### src/rtl/cpu_defines_pkg.sv
// Shared definitions for the execute stage: ALU select/op encodings,
// the generic zero word and the mul/div FSM state type.
package cpu_defines_pkg;

    localparam int ALUSEL_W = 3;
    localparam int ALUOP_W  = 5;

    typedef logic [ALUSEL_W-1:0] AluSelBus;
    typedef logic [ALUOP_W-1:0]  AluOpBus;

    // Result classes; encodings 5..7 are unused and give a zero result.
    localparam AluSelBus SEL_NOP   = 3'd0;
    localparam AluSelBus SEL_LOGIC = 3'd1;
    localparam AluSelBus SEL_SHIFT = 3'd2;
    localparam AluSelBus SEL_ARITH = 3'd3;
    localparam AluSelBus SEL_MOVE  = 3'd4;

    // Operation codes.
    localparam AluOpBus OP_NOP   = 5'd0;
    localparam AluOpBus OP_OR    = 5'd1;
    localparam AluOpBus OP_AND   = 5'd2;
    localparam AluOpBus OP_XOR   = 5'd3;
    localparam AluOpBus OP_NOR   = 5'd4;
    localparam AluOpBus OP_SLL   = 5'd5;
    localparam AluOpBus OP_SRL   = 5'd6;
    localparam AluOpBus OP_SRA   = 5'd7;
    localparam AluOpBus OP_ADD   = 5'd8;
    localparam AluOpBus OP_ADDU  = 5'd9;
    localparam AluOpBus OP_SUB   = 5'd10;
    localparam AluOpBus OP_SUBU  = 5'd11;
    localparam AluOpBus OP_SLT   = 5'd12;
    localparam AluOpBus OP_SLTU  = 5'd13;
    localparam AluOpBus OP_MFHI  = 5'd14;
    localparam AluOpBus OP_MFLO  = 5'd15;
    localparam AluOpBus OP_MTHI  = 5'd16;
    localparam AluOpBus OP_MTLO  = 5'd17;
    localparam AluOpBus OP_MULT  = 5'd18;
    localparam AluOpBus OP_MULTU = 5'd19;
    localparam AluOpBus OP_DIV   = 5'd20;
    localparam AluOpBus OP_DIVU  = 5'd21;

    // Zero word, sliced down to the datapath width by the user.
    localparam int MAX_DATA_W = 64;
    localparam logic [MAX_DATA_W-1:0] ZeroWord = '0;

    // Mul/div sequencer states.
    typedef enum logic [1:0] {
        MD_IDLE = 2'd0,
        MD_MUL  = 2'd1,
        MD_DIV  = 2'd2,
        MD_DONE = 2'd3
    } md_state_e;

    function automatic logic is_muldiv(input AluOpBus op);
        return (op == OP_MULT) || (op == OP_MULTU) ||
               (op == OP_DIV)  || (op == OP_DIVU);
    endfunction

endpackage

### src/rtl/mdu_iter.sv
// Iterative multiply/divide unit. Owns HI/LO. One bit per cycle:
// shift-add for multiply, restoring division for divide. Operands are
// reduced to magnitudes at issue and the signs are applied in DONE.
//
// Handshake: start_i is sampled only in IDLE; busy_o is high in the issue
// cycle and through MUL/DIV, low in DONE and whenever flush_i is high. The
// issuer must hold start_i and the operands stable while busy_o is high.
module mdu_iter
    import cpu_defines_pkg::*;
#(
    parameter int DATA_W = 32
) (
    input  logic              clk,
    input  logic              rst,
    input  logic              start_i,
    input  logic              div_i,
    input  logic              signed_i,
    input  logic [DATA_W-1:0] opa_i,
    input  logic [DATA_W-1:0] opb_i,
    input  logic              flush_i,
    input  logic              hi_we_i,
    input  logic              lo_we_i,
    input  logic [DATA_W-1:0] hilo_wdata_i,
    output logic              busy_o,
    output logic [DATA_W-1:0] hi_o,
    output logic [DATA_W-1:0] lo_o,
    output md_state_e         state_o
);

    localparam int CNT_W = $clog2(DATA_W);
    localparam logic [CNT_W-1:0] CNT_LAST = CNT_W'(DATA_W - 1);

    md_state_e           state_q, state_d;
    logic [CNT_W-1:0]    cnt_q, cnt_d;
    // MUL: running product. DIV: {remainder, dividend/quotient}.
    logic [2*DATA_W-1:0] acc_q, acc_d;
    // MUL: multiplicand, shifted left each step. DIV: divisor in low half.
    logic [2*DATA_W-1:0] mcand_q, mcand_d;
    logic [DATA_W-1:0]   mplier_q, mplier_d;
    logic                div_q, div_d;
    logic                neg_lo_q, neg_lo_d;  // negate product / quotient
    logic                neg_hi_q, neg_hi_d;  // negate remainder
    logic [DATA_W-1:0]   hi_q, hi_d;
    logic [DATA_W-1:0]   lo_q, lo_d;

    logic [DATA_W-1:0]   abs_a, abs_b;
    logic                sign_diff;
    logic [DATA_W:0]     trial;
    logic [2*DATA_W-1:0] acc_neg;
    logic [DATA_W-1:0]   rem_neg, quo_neg;

    assign abs_a     = (signed_i && opa_i[DATA_W-1]) ? -opa_i : opa_i;
    assign abs_b     = (signed_i && opb_i[DATA_W-1]) ? -opb_i : opb_i;
    assign sign_diff = signed_i && (opa_i[DATA_W-1] ^ opb_i[DATA_W-1]);
    // Partial remainder shifted left with the next dividend bit, minus divisor.
    assign trial     = acc_q[2*DATA_W-1:DATA_W-1] - {1'b0, mcand_q[DATA_W-1:0]};
    assign acc_neg   = -acc_q;
    assign rem_neg   = -acc_q[2*DATA_W-1:DATA_W];
    assign quo_neg   = -acc_q[DATA_W-1:0];

    assign hi_o    = hi_q;
    assign lo_o    = lo_q;
    assign state_o = state_q;

    // Next-state and datapath step for the mul/div sequencer.
    always_comb begin
        state_d  = state_q;
        cnt_d    = cnt_q;
        acc_d    = acc_q;
        mcand_d  = mcand_q;
        mplier_d = mplier_q;
        div_d    = div_q;
        neg_lo_d = neg_lo_q;
        neg_hi_d = neg_hi_q;
        hi_d     = hi_q;
        lo_d     = lo_q;
        busy_o   = 1'b0;

        if (hi_we_i) hi_d = hilo_wdata_i;
        if (lo_we_i) lo_d = hilo_wdata_i;

        case (state_q)
            MD_IDLE: begin
                if (start_i) begin
                    busy_o = 1'b1;
                    cnt_d  = '0;
                    div_d  = div_i;
                    if (div_i) begin
                        if (opb_i == '0) begin
                            // Divide by zero: HI = dividend, LO = all ones.
                            acc_d    = {opa_i, {DATA_W{1'b1}}};
                            neg_lo_d = 1'b0;
                            neg_hi_d = 1'b0;
                            state_d  = MD_DONE;
                        end else begin
                            acc_d    = {{DATA_W{1'b0}}, abs_a};
                            mcand_d  = {{DATA_W{1'b0}}, abs_b};
                            neg_lo_d = sign_diff;
                            neg_hi_d = signed_i && opa_i[DATA_W-1];
                            state_d  = MD_DIV;
                        end
                    end else begin
                        acc_d    = '0;
                        mcand_d  = {{DATA_W{1'b0}}, abs_a};
                        mplier_d = abs_b;
                        neg_lo_d = sign_diff;
                        neg_hi_d = 1'b0;
                        state_d  = MD_MUL;
                    end
                end
            end
            MD_MUL: begin
                busy_o = 1'b1;
                if (mplier_q[0]) acc_d = acc_q + mcand_q;
                mcand_d  = mcand_q << 1;
                mplier_d = mplier_q >> 1;
                cnt_d    = cnt_q + 1'b1;
                if (cnt_q == CNT_LAST) begin
                    cnt_d   = '0;
                    state_d = MD_DONE;
                end
            end
            MD_DIV: begin
                busy_o = 1'b1;
                if (!trial[DATA_W]) begin
                    acc_d = {trial[DATA_W-1:0], acc_q[DATA_W-2:0], 1'b1};
                end else begin
                    acc_d = {acc_q[2*DATA_W-2:0], 1'b0};
                end
                cnt_d = cnt_q + 1'b1;
                if (cnt_q == CNT_LAST) begin
                    cnt_d   = '0;
                    state_d = MD_DONE;
                end
            end
            MD_DONE: begin
                // Apply signs and commit to HI/LO on the exit edge.
                state_d = MD_IDLE;
                cnt_d   = '0;
                if (div_q) begin
                    hi_d = neg_hi_q ? rem_neg : acc_q[2*DATA_W-1:DATA_W];
                    lo_d = neg_lo_q ? quo_neg : acc_q[DATA_W-1:0];
                end else begin
                    hi_d = neg_lo_q ? acc_neg[2*DATA_W-1:DATA_W] : acc_q[2*DATA_W-1:DATA_W];
                    lo_d = neg_lo_q ? acc_neg[DATA_W-1:0] : acc_q[DATA_W-1:0];
                end
            end
            default: begin
                state_d = MD_IDLE;
            end
        endcase

        // Flush abandons the op from any state without touching HI/LO.
        if (flush_i) begin
            state_d = MD_IDLE;
            cnt_d   = '0;
            hi_d    = hi_q;
            lo_d    = lo_q;
            busy_o  = 1'b0;
        end
    end

    // State, counter, datapath and HI/LO registers.
    always_ff @(posedge clk or negedge rst) begin
        if (!rst) begin
            state_q  <= MD_IDLE;
            cnt_q    <= '0;
            acc_q    <= '0;
            mcand_q  <= '0;
            mplier_q <= '0;
            div_q    <= 1'b0;
            neg_lo_q <= 1'b0;
            neg_hi_q <= 1'b0;
            hi_q     <= '0;
            lo_q     <= '0;
        end else begin
            state_q  <= state_d;
            cnt_q    <= cnt_d;
            acc_q    <= acc_d;
            mcand_q  <= mcand_d;
            mplier_q <= mplier_d;
            div_q    <= div_d;
            neg_lo_q <= neg_lo_d;
            neg_hi_q <= neg_hi_d;
            hi_q     <= hi_d;
            lo_q     <= lo_d;
        end
    end

endmodule

### src/rtl/ex_mdu.sv
// Execute stage: combinational logic/shift/arithmetic/move ops, result
// select and write-enable, plus the iterative mul/div unit holding HI/LO.
// stallreq_o holds the upstream stages while a mul/div op is in flight;
// upstream keeps every input stable for as long as it is high.
module ex_mdu
    import cpu_defines_pkg::*;
#(
    parameter int DATA_W     = 32,
    parameter int REG_ADDR_W = 5
) (
    input  logic                  clk,
    input  logic                  rst,
    input  AluSelBus              alusel_i,
    input  AluOpBus               aluop_i,
    input  logic [DATA_W-1:0]     reg1_i,
    input  logic [DATA_W-1:0]     reg2_i,
    input  logic [REG_ADDR_W-1:0] wd_i,
    input  logic                  wreg_i,
    input  logic                  flush_i,
    output logic [REG_ADDR_W-1:0] wd_o,
    output logic                  wreg_o,
    output logic [DATA_W-1:0]     wdata_o,
    output logic                  stallreq_o,
    output logic [DATA_W-1:0]     hi_o,
    output logic [DATA_W-1:0]     lo_o,
    output md_state_e             mdu_state_o
);

    localparam int SH_W = $clog2(DATA_W);
    localparam int MSB  = DATA_W - 1;

    logic [SH_W-1:0]   shamt;
    logic [DATA_W-1:0] sum, diff;
    logic              slt, sltu, ovf;
    logic [DATA_W-1:0] logic_res, shift_res, arith_res, move_res, result;

    logic              md_start, md_div, md_signed, md_busy;
    logic              hi_we, lo_we;

    assign shamt = reg1_i[SH_W-1:0];
    assign sum   = reg1_i + reg2_i;
    assign diff  = reg1_i - reg2_i;
    assign slt   = $signed(reg1_i) < $signed(reg2_i);
    assign sltu  = reg1_i < reg2_i;

    // Per-class results and signed overflow detection.
    always_comb begin
        logic_res = ZeroWord[DATA_W-1:0];
        shift_res = ZeroWord[DATA_W-1:0];
        arith_res = ZeroWord[DATA_W-1:0];
        move_res  = ZeroWord[DATA_W-1:0];
        ovf       = 1'b0;
        case (aluop_i)
            OP_OR:   logic_res = reg1_i | reg2_i;
            OP_AND:  logic_res = reg1_i & reg2_i;
            OP_XOR:  logic_res = reg1_i ^ reg2_i;
            OP_NOR:  logic_res = ~(reg1_i | reg2_i);
            OP_SLL:  shift_res = reg2_i << shamt;
            OP_SRL:  shift_res = reg2_i >> shamt;
            OP_SRA:  shift_res = $signed(reg2_i) >>> shamt;
            OP_ADD: begin
                arith_res = sum;
                ovf = (reg1_i[MSB] == reg2_i[MSB]) && (sum[MSB] != reg1_i[MSB]);
            end
            OP_ADDU: arith_res = sum;
            OP_SUB: begin
                arith_res = diff;
                ovf = (reg1_i[MSB] != reg2_i[MSB]) && (diff[MSB] != reg1_i[MSB]);
            end
            OP_SUBU: arith_res = diff;
            OP_SLT:  arith_res = {{(DATA_W-1){1'b0}}, slt};
            OP_SLTU: arith_res = {{(DATA_W-1){1'b0}}, sltu};
            OP_MFHI: move_res  = hi_o;
            OP_MFLO: move_res  = lo_o;
            default: ;
        endcase
    end

    // Result select by class; unknown selects give zero.
    always_comb begin
        result = ZeroWord[DATA_W-1:0];
        case (alusel_i)
            SEL_LOGIC: result = logic_res;
            SEL_SHIFT: result = shift_res;
            SEL_ARITH: result = arith_res;
            SEL_MOVE:  result = move_res;
            default:   result = ZeroWord[DATA_W-1:0];
        endcase
    end

    assign md_start  = is_muldiv(aluop_i);
    assign md_div    = (aluop_i == OP_DIV) || (aluop_i == OP_DIVU);
    assign md_signed = (aluop_i == OP_MULT) || (aluop_i == OP_DIV);

    // MTHI/MTLO commit only when the stage actually advances.
    assign hi_we = rst && (aluop_i == OP_MTHI) && !stallreq_o && !flush_i;
    assign lo_we = rst && (aluop_i == OP_MTLO) && !stallreq_o && !flush_i;

    mdu_iter #(
        .DATA_W (DATA_W)
    ) u_mdu (
        .clk          (clk),
        .rst          (rst),
        .start_i      (md_start),
        .div_i        (md_div),
        .signed_i     (md_signed),
        .opa_i        (reg1_i),
        .opb_i        (reg2_i),
        .flush_i      (flush_i),
        .hi_we_i      (hi_we),
        .lo_we_i      (lo_we),
        .hilo_wdata_i (reg1_i),
        .busy_o       (md_busy),
        .hi_o         (hi_o),
        .lo_o         (lo_o),
        .state_o      (mdu_state_o)
    );

    // All pipeline-facing outputs are forced quiet while reset is held.
    assign stallreq_o = rst && md_busy;
    assign wreg_o     = rst && wreg_i && !stallreq_o && !ovf;
    assign wdata_o    = rst ? result : ZeroWord[DATA_W-1:0];
    assign wd_o       = rst ? wd_i : '0;

endmodule

### config.mk
export PLATFORM = sky130hd
export DESIGN_NAME = ex_mdu
export DESIGN_NICKNAME = d
export VERILOG_FILES = /design/src/rtl/cpu_defines_pkg.sv /design/src/rtl/mdu_iter.sv /design/src/rtl/ex_mdu.sv
export SDC_FILE = /design/constraint.sdc
export NUM_CORES = 2
export LEC_CHECK = 0
export CAP_MARGIN = 30
export CORE_MARGIN = 3
export CORE_UTILIZATION = 30
export DETAILED_ROUTE_END_ITERATION = 8
export GPL_TIMING_DRIVEN = 0
export MAX_ROUTING_LAYER = met4
export SLEW_MARGIN = 20
export SYNTH_ARGS = -nofsm -noshare
export SYNTH_HDL_FRONTEND = slang
export SYNTH_SLANG_ARGS = --single-unit
### constraint.sdc
create_clock -name clk -period 8.8 [get_ports clk]
set_input_delay 2.64 -clock clk [delete_from_list [all_inputs] [get_ports clk]]
set_output_delay 2.64 -clock clk [all_outputs]
set_load 0.01 [all_outputs]
## Word-level counts from Yosys, hierarchy flattened

Cells that the tools add are included.

- Flip-flop bits (word level): 234
- Input port bits: 81
- Output and inout bits: 105
- Logic and storage cells: 159

- Add/subtract/negate cells: 10
- Order comparisons: 2
- Equal/unequal tests: 39
- Shift-type cells: 3
- Multiplexer cells: 50
- Bitwise gates (word level): 6
- Reductions and logical operators: 39

Operators by type and width:

| cell | count |
|---|---|
| 64-bit two-way mux | 8 |
| 32-bit two-way mux | 15 |
| 32-bit one-hot mux with 4 select lines | 3 |
| 64-bit one-hot mux with 3 select lines | 1 |
| 32-bit negator | 4 |
| 32-bit one-hot mux with 2 select lines | 2 |
| 64-bit one-hot mux with 2 select lines | 1 |
| 32-bit one-hot mux with 3 select lines | 1 |
| 64-bit adder | 1 |
| 32-bit less-than comparator | 2 |
| 64-bit negator | 1 |
| 5-bit by 4-bit equality test with 1-bit output, second input constant | 8 |
| 5-bit equality test, second input constant | 7 |
| 33-bit by 32-bit subtractor with 33-bit output | 1 |
| 32-bit adder | 1 |
| 32-bit bitwise AND | 1 |
| 32-bit zero test | 1 |
| 32-bit NOT | 1 |
| 32-bit bitwise OR | 1 |
| 32-bit by 5-bit left shift with 32-bit output | 1 |
| 32-bit by 5-bit >> shifter with 32-bit output | 1 |
| 32-bit by 5-bit >>> shifter with 32-bit output | 1 |
| 32-bit subtractor | 1 |
| 32-bit XOR | 1 |
| other kinds (32) | 84 |

## Depth between registers and ports, before layout

- Depth after elaboration: 13
- Mapped depth: 16
- Gate-level depth less buffers: 15

## By module

Synthesis repeated with hierarchy kept, for this count alone.

- Cells, all modules: 4070
- Area total of the unflattened synthesis: 29799.8 sq um

By module, submodules not included:

| module | instances | cells each | area each (sq um) | sequential area each (sq um) |
|---|---|---|---|---|
| mdu_iter | 1 | 2667 | 20303.2 | 5855.6 |
| ex_mdu | 1 | 1403 | 9496.6 | 0.0 |

## Worst setup path after synthesis

Ideal clock, no wire load.

- Kind: input to output
- From: in reg1_i[1]
- To: out wreg_o
- Arrival: 6298 ps
- Data required time: 6160 ps
- Setup slack: -138 ps
- Stages on the path: 16
- Buffers on the path: 3
- Path through: clkbuf_1 > inv_2 > buf_1 > buf_1 > ha_1 > nor2_1 > o311a_1 > o311ai_0 > a2111oi_0 > a211oi_1 > o21ai_0 > a31oi_1 > o31a_1 > a41o_1 > a31oi_1 > o21a_1

- Word-level cells in the longest chain between the ends: 6
- Elaborated cells on any way between the ends: 9
- Classes of those cells: add/sub: 2; eq/ne: 2; mux: 1; reduce/logical: 4

Ends and longest elaborated chain:

| what | RTL line | RTL |
|---|---|---|
| from (decl) | ex_mdu.sv:15 | `input logic [DATA_W-1:0] reg1_i,` |
| 32-bit subtractor or 32-bit adder (tied branches) | ex_mdu.sv:42, ex_mdu.sv:41 |  |
| 1-bit inequality test, on equally long branches | ex_mdu.sv:68, ex_mdu.sv:63 |  |
| 1-bit logical AND, on equally long branches | ex_mdu.sv:68, ex_mdu.sv:63 |  |
| 1-bit one-hot mux with 2 select lines * | ex_mdu.sv:53 | `case (aluop_i)` |
| 1-bit zero test * | ex_mdu.sv:121 | `assign wreg_o = rst && wreg_i && !stallreq_o && !ovf;` |
| 1-bit logical AND * | ex_mdu.sv:121 |  |
| to (decl) | ex_mdu.sv:21 | `output logic wreg_o,` |

Mark *: on every way between the ends. The rest lies on a longest branch, timed or not.

## Worst setup path after layout

- From: in reg1_i[13]
- To: out wdata_o[22]

- Word-level cells in the longest chain between the ends: 4
- Elaborated cells on any way between the ends: 5
- Classes of those cells: add/sub: 2; mux: 3

Ends and longest elaborated chain:

| what | RTL line | RTL |
|---|---|---|
| 32-bit subtractor or 32-bit adder (tied branches) | ex_mdu.sv:42, ex_mdu.sv:41 |  |
| 32-bit one-hot mux with 4 select lines * | ex_mdu.sv:53 |  |
| 32-bit one-hot mux with 4 select lines * | ex_mdu.sv:82 | `case (alusel_i)` |
| 32-bit two-way mux * | ex_mdu.sv:122 | `assign wdata_o = rst ? result : ZeroWord[DATA_W-1:0];` |
| to (decl) | ex_mdu.sv:22 | `output logic [DATA_W-1:0] wdata_o,` |

Marks and branches as above.

==> results_dict.tcl <==
set metrics [dict create \
    synth_mux_area_frac 0.0618 \
    synth_simple_gate_area_frac 0.195 \
    cp.arrival_ns 6.23 \
    internal_power_mw 4.35 \
    antenna_found_initial 10 \
    seq_power_share 0.237 \
    yosys_warnings 0 \
    tightest_slew_ns 1.06 \
    vias 35200 \
    synth_nets 4310 \
    synth-xor-area-share 0.0691 \
    final_common_cell "nand2_1" \
    grt.total_usage 0.339 \
    dp_hpwl_mm 138 \
    synth-compound-area-share 0.321 \
    synth_ff_type "dfrtp_1" \
    drt_iter0_drc 5357 \
    synth_fa_ha_area_frac 0.0908 \
    path_max_fanout 10 \
    fin_worst_skew_ns 0.0434 \
    globalplace.congestion 1.07 \
    ys_types 88 \
    power_density_nw_per_um2 273 \
    core_um2 95400 \
    synth_top_family_by_area "compound AO/OA/AOI/OAI gates" \
    grtUsageMet2 0.486 \
    layout_min_cycle_time_ns 8.87 \
    rsz0062_at_grt "yes" \
    ys_top_cells_by_area "dfrtp_1 (20%), ha_1 (8.8%), a21oi_1 (6.9%), o21ai_0 (6.9%), nand2_1 (6.2%)" \
    switching_power_mw 5.17 \
    crit_start "reg1_i[13]" \
    cts_root_buf "clkbuf_16" \
    drive_above_1_share 0.102 \
    die_x_um 317 \
    cts_tree "built" \
    grt_max_degree 85 \
    place_inst 5474 \
    yosys.area.top_type "dfrtp_1" \
    r2r_slack_ns 3.91 \
    gr-usage-met3 0.0742 \
    fmax_mhz 113 \
    critPathMaxStageDelay_ns 0.39 \
    cts-buffers-inserted 31 \
    crit_type "in -> out" \
    whs_path_depth 2 \
    peakVddDrop_mv 0.235 \
    die_y_um 317 \
    grt-ovfl-total 0 \
    synth-edff-count 0 \
    total_power_mw 9.52 \
    setup_ws_ns -0.0666 \
    cap_violations 0 \
    dr.pass1.iters 8 \
    slew_viol_final 0 \
    synth_top_area_frac 0.202 \
    grt_pass1_wl_mm 241 \
    cp_slowest_cell "a211o_1" \
    first_global_vias 32700 \
    status "complete, but fails checks" \
    cpMostUsedCell "buf_4" \
    netlist_instances 4021 \
    final_cell_mix "nand2_1 (477), a21oi_1 (388), o21ai_0 (384), nor2_1 (362), dfrtp_1 (234)" \
    grt.busiest_layer "met2" \
    synthArstFlopShare 1.00 \
    switching_share 0.543 \
    syn_area_um2 29000 \
    totalWireLength_mm 172 \
    cts.path.max_buffers 3 \
    reg2regPathDepth 16 \
    num_rows 113 \
    syn_avg_cell_area_um2 7.21 \
    relSlewSlack 0.291 \
    clkPwrFrac 0.143 \
    combPwrFrac 0.620 \
    die-area_um2 100000 \
    r2r_start "u_mdu.acc_q[31]" \
    start_util 0.304 \
    clk_latency_ns 0.63 \
    met1_usage 0.429 \
    violations "negative setup slack" \
    ys_seq_elements 234 \
    reg2reg_to "u_mdu.acc_q[43]" \
    crit_chain "buf_4 > clkinvlp_4 > ha_1 > clkbuf_2 > and2_0 > a221oi_2 > buf_4 > o221ai_4 > a211o_1 > a21oi_4 > buf_4 > o22ai_1 > nor2_2 > xnor2_2 > a211oi_2 > nor2_1 > dlygate4sd2_1" \
    viasPerCell 6.31 \
    crit_end "wdata_o[22]" \
    finalHoldViolations 0 \
    cts_max_level 1 \
    cts.sinks 234 \
    drc 0 \
    p_leak_nw 14.1 \
    wire_per_inst_um 30.9 \
    cp_data_required_time_ns 6.16 \
    layout.nets 4569 \
    startpoint_type "input pin" \
    syn_to_final_growth_pct 20.2 \
    ios 186 \
    final_cells 5577 \
    min_path_type "reg -> reg" \
    fin_crit_sh 1.01 \
    setup_viol 3 \
    io_buffer_count 182 \
    ant_nets 0 \
    cp-end-kind "output pin" \
    yosysSeqAreaShare 0.202 \
    clkTransAtPathRegs_ns 0.05 \
]
Yosys cell counts, types with 13 or more instances:
cell type and number:
nand2b_1 46, a22oi_1 49, o221ai_1 13, a21oi_1 399, nand4_1 31, o211ai_1 37, xor2_1 78, a31oi_1 40
o31a_1 13, buf_1 40, and2_1 21, a211oi_1 81, inv_1 157, o41ai_1 14, a41oi_1 14, o21bai_1 31
nor3_1 52, nand3_1 87, nand2_1 478, xnor2_1 149, clkbuf_1 234, a211o_1 13, o21ai_0 398, a22o_1 22
or4_1 13, dfrtp_1 234, nor2b_1 25, ha_1 204, and3_1 19, mux2i_1 138, a21o_1 81, a221oi_1 59
o31ai_1 49, o22ai_1 41, or3_1 25, mux2_2 17, nor4_1 39, o21a_1 28, nor2_1 374
power by group through the flow:
stage	clock, mW	combinational [mW]	sequential (mW)
2_1_floorplan	0	3.60	1.85
3_3_place_gp	0	5.57	2.21
3_5_place_dp	0	5.58	2.21
4_1_cts	1.37	5.69	2.19
5_1_grt	1.41	6.31	2.24
6_report	1.36	5.90	2.26
critical path: cells and delay by family:
| family | cells | cell delay [ns] |
|---|---|---|
| XOR/XNOR | 1 | 0.14 |
| AO/OA/AOI/OAI | 6 | 1.25 |
| AND/OR/NAND/NOR | 3 | 0.47 |
| buffers and inverters | 6 | 1.33 |
| adder cells (fa/ha/maj) | 1 | 0.37 |
metrics by stage:
step | worst slack, ns | hold WS [ns] | utilization | cell area [um^2] | setup TNS (ns)
2_1_floorplan | 0.0151 | 0.460 | - | 29000 | 0
3_3_place_gp | -8.27 | 0.489 | 0.339 | 32400 | -2040.70
3_5_place_dp | -2.95 | 0.490 | 0.341 | 32500 | -63.72
4_1_cts | -0.0271 | 0.510 | 0.362 | 34500 | -0.0271
5_1_grt | -0.120 | 0.534 | 0.365 | 34900 | -0.323
6_report | -0.0666 | 0.505 | 0.365 | 34900 | -0.139
sequential cells by signal (all words and copies together) (netlist names):
| name | flops |
|---|---|
| u_mdu.div_q | 1 |
| u_mdu.neg_hi_q | 1 |
| u_mdu.acc_q | 64 |
| u_mdu.state_o | 2 |
| u_mdu.mplier_q | 32 |
| u_mdu.neg_lo_q | 1 |
| u_mdu.mcand_q | 64 |
| u_mdu.cnt_q | 5 |
| u_mdu.hi_o | 32 |
| u_mdu.lo_o | 32 |
how the worst min path moves through the flow:
stage                       startpoint                  to
floorplan            u_mdu.mcand_q[63]   u_mdu.mcand_q[63]
global placement    u_mdu.mplier_q[31]  u_mdu.mplier_q[31]
detailed placement   u_mdu.mcand_q[54]   u_mdu.mcand_q[54]
CTS                  u_mdu.mcand_q[56]   u_mdu.mcand_q[56]
global route         u_mdu.mcand_q[54]   u_mdu.mcand_q[54]
finish               u_mdu.mcand_q[56]   u_mdu.mcand_q[56]
routing by layer:
layer,share of wire,up-vias
li1,-,15200
met1,0.39,16800
met2,0.41,2563
met3,0.12,576
met4,0.083,0
met5,0,-
repair_timing:
item	in CTS	in global routing
pin swaps	37	19
hold buffers	0	0
setup buffers	34	11
setup endpoints to repair	33	30
resized for setup	484	114
final cells by class:
class,count,area [um^2]
clock inverters,20,244
diodes,9,22.5
multi-input cells,3334,22100
inverters,162,709
fillers,10200,60600
well taps,1265,1580
plain buffers,281,1330
flip-flops and latches,234,5860
repair buffers,236,2180
clock buffers,36,815
logic make-up (layout without fill, tap and decap cells):
group,count (synthesis),in the layout
compound gates,1477,1477
xor+xnor,228,228
fa+ha+maj,208,208
buf+inv,453,735
flops,234,234
mux,165,165
other cells,0,9
simple gates,1256,1256
(Power assumes the default switching activity.)
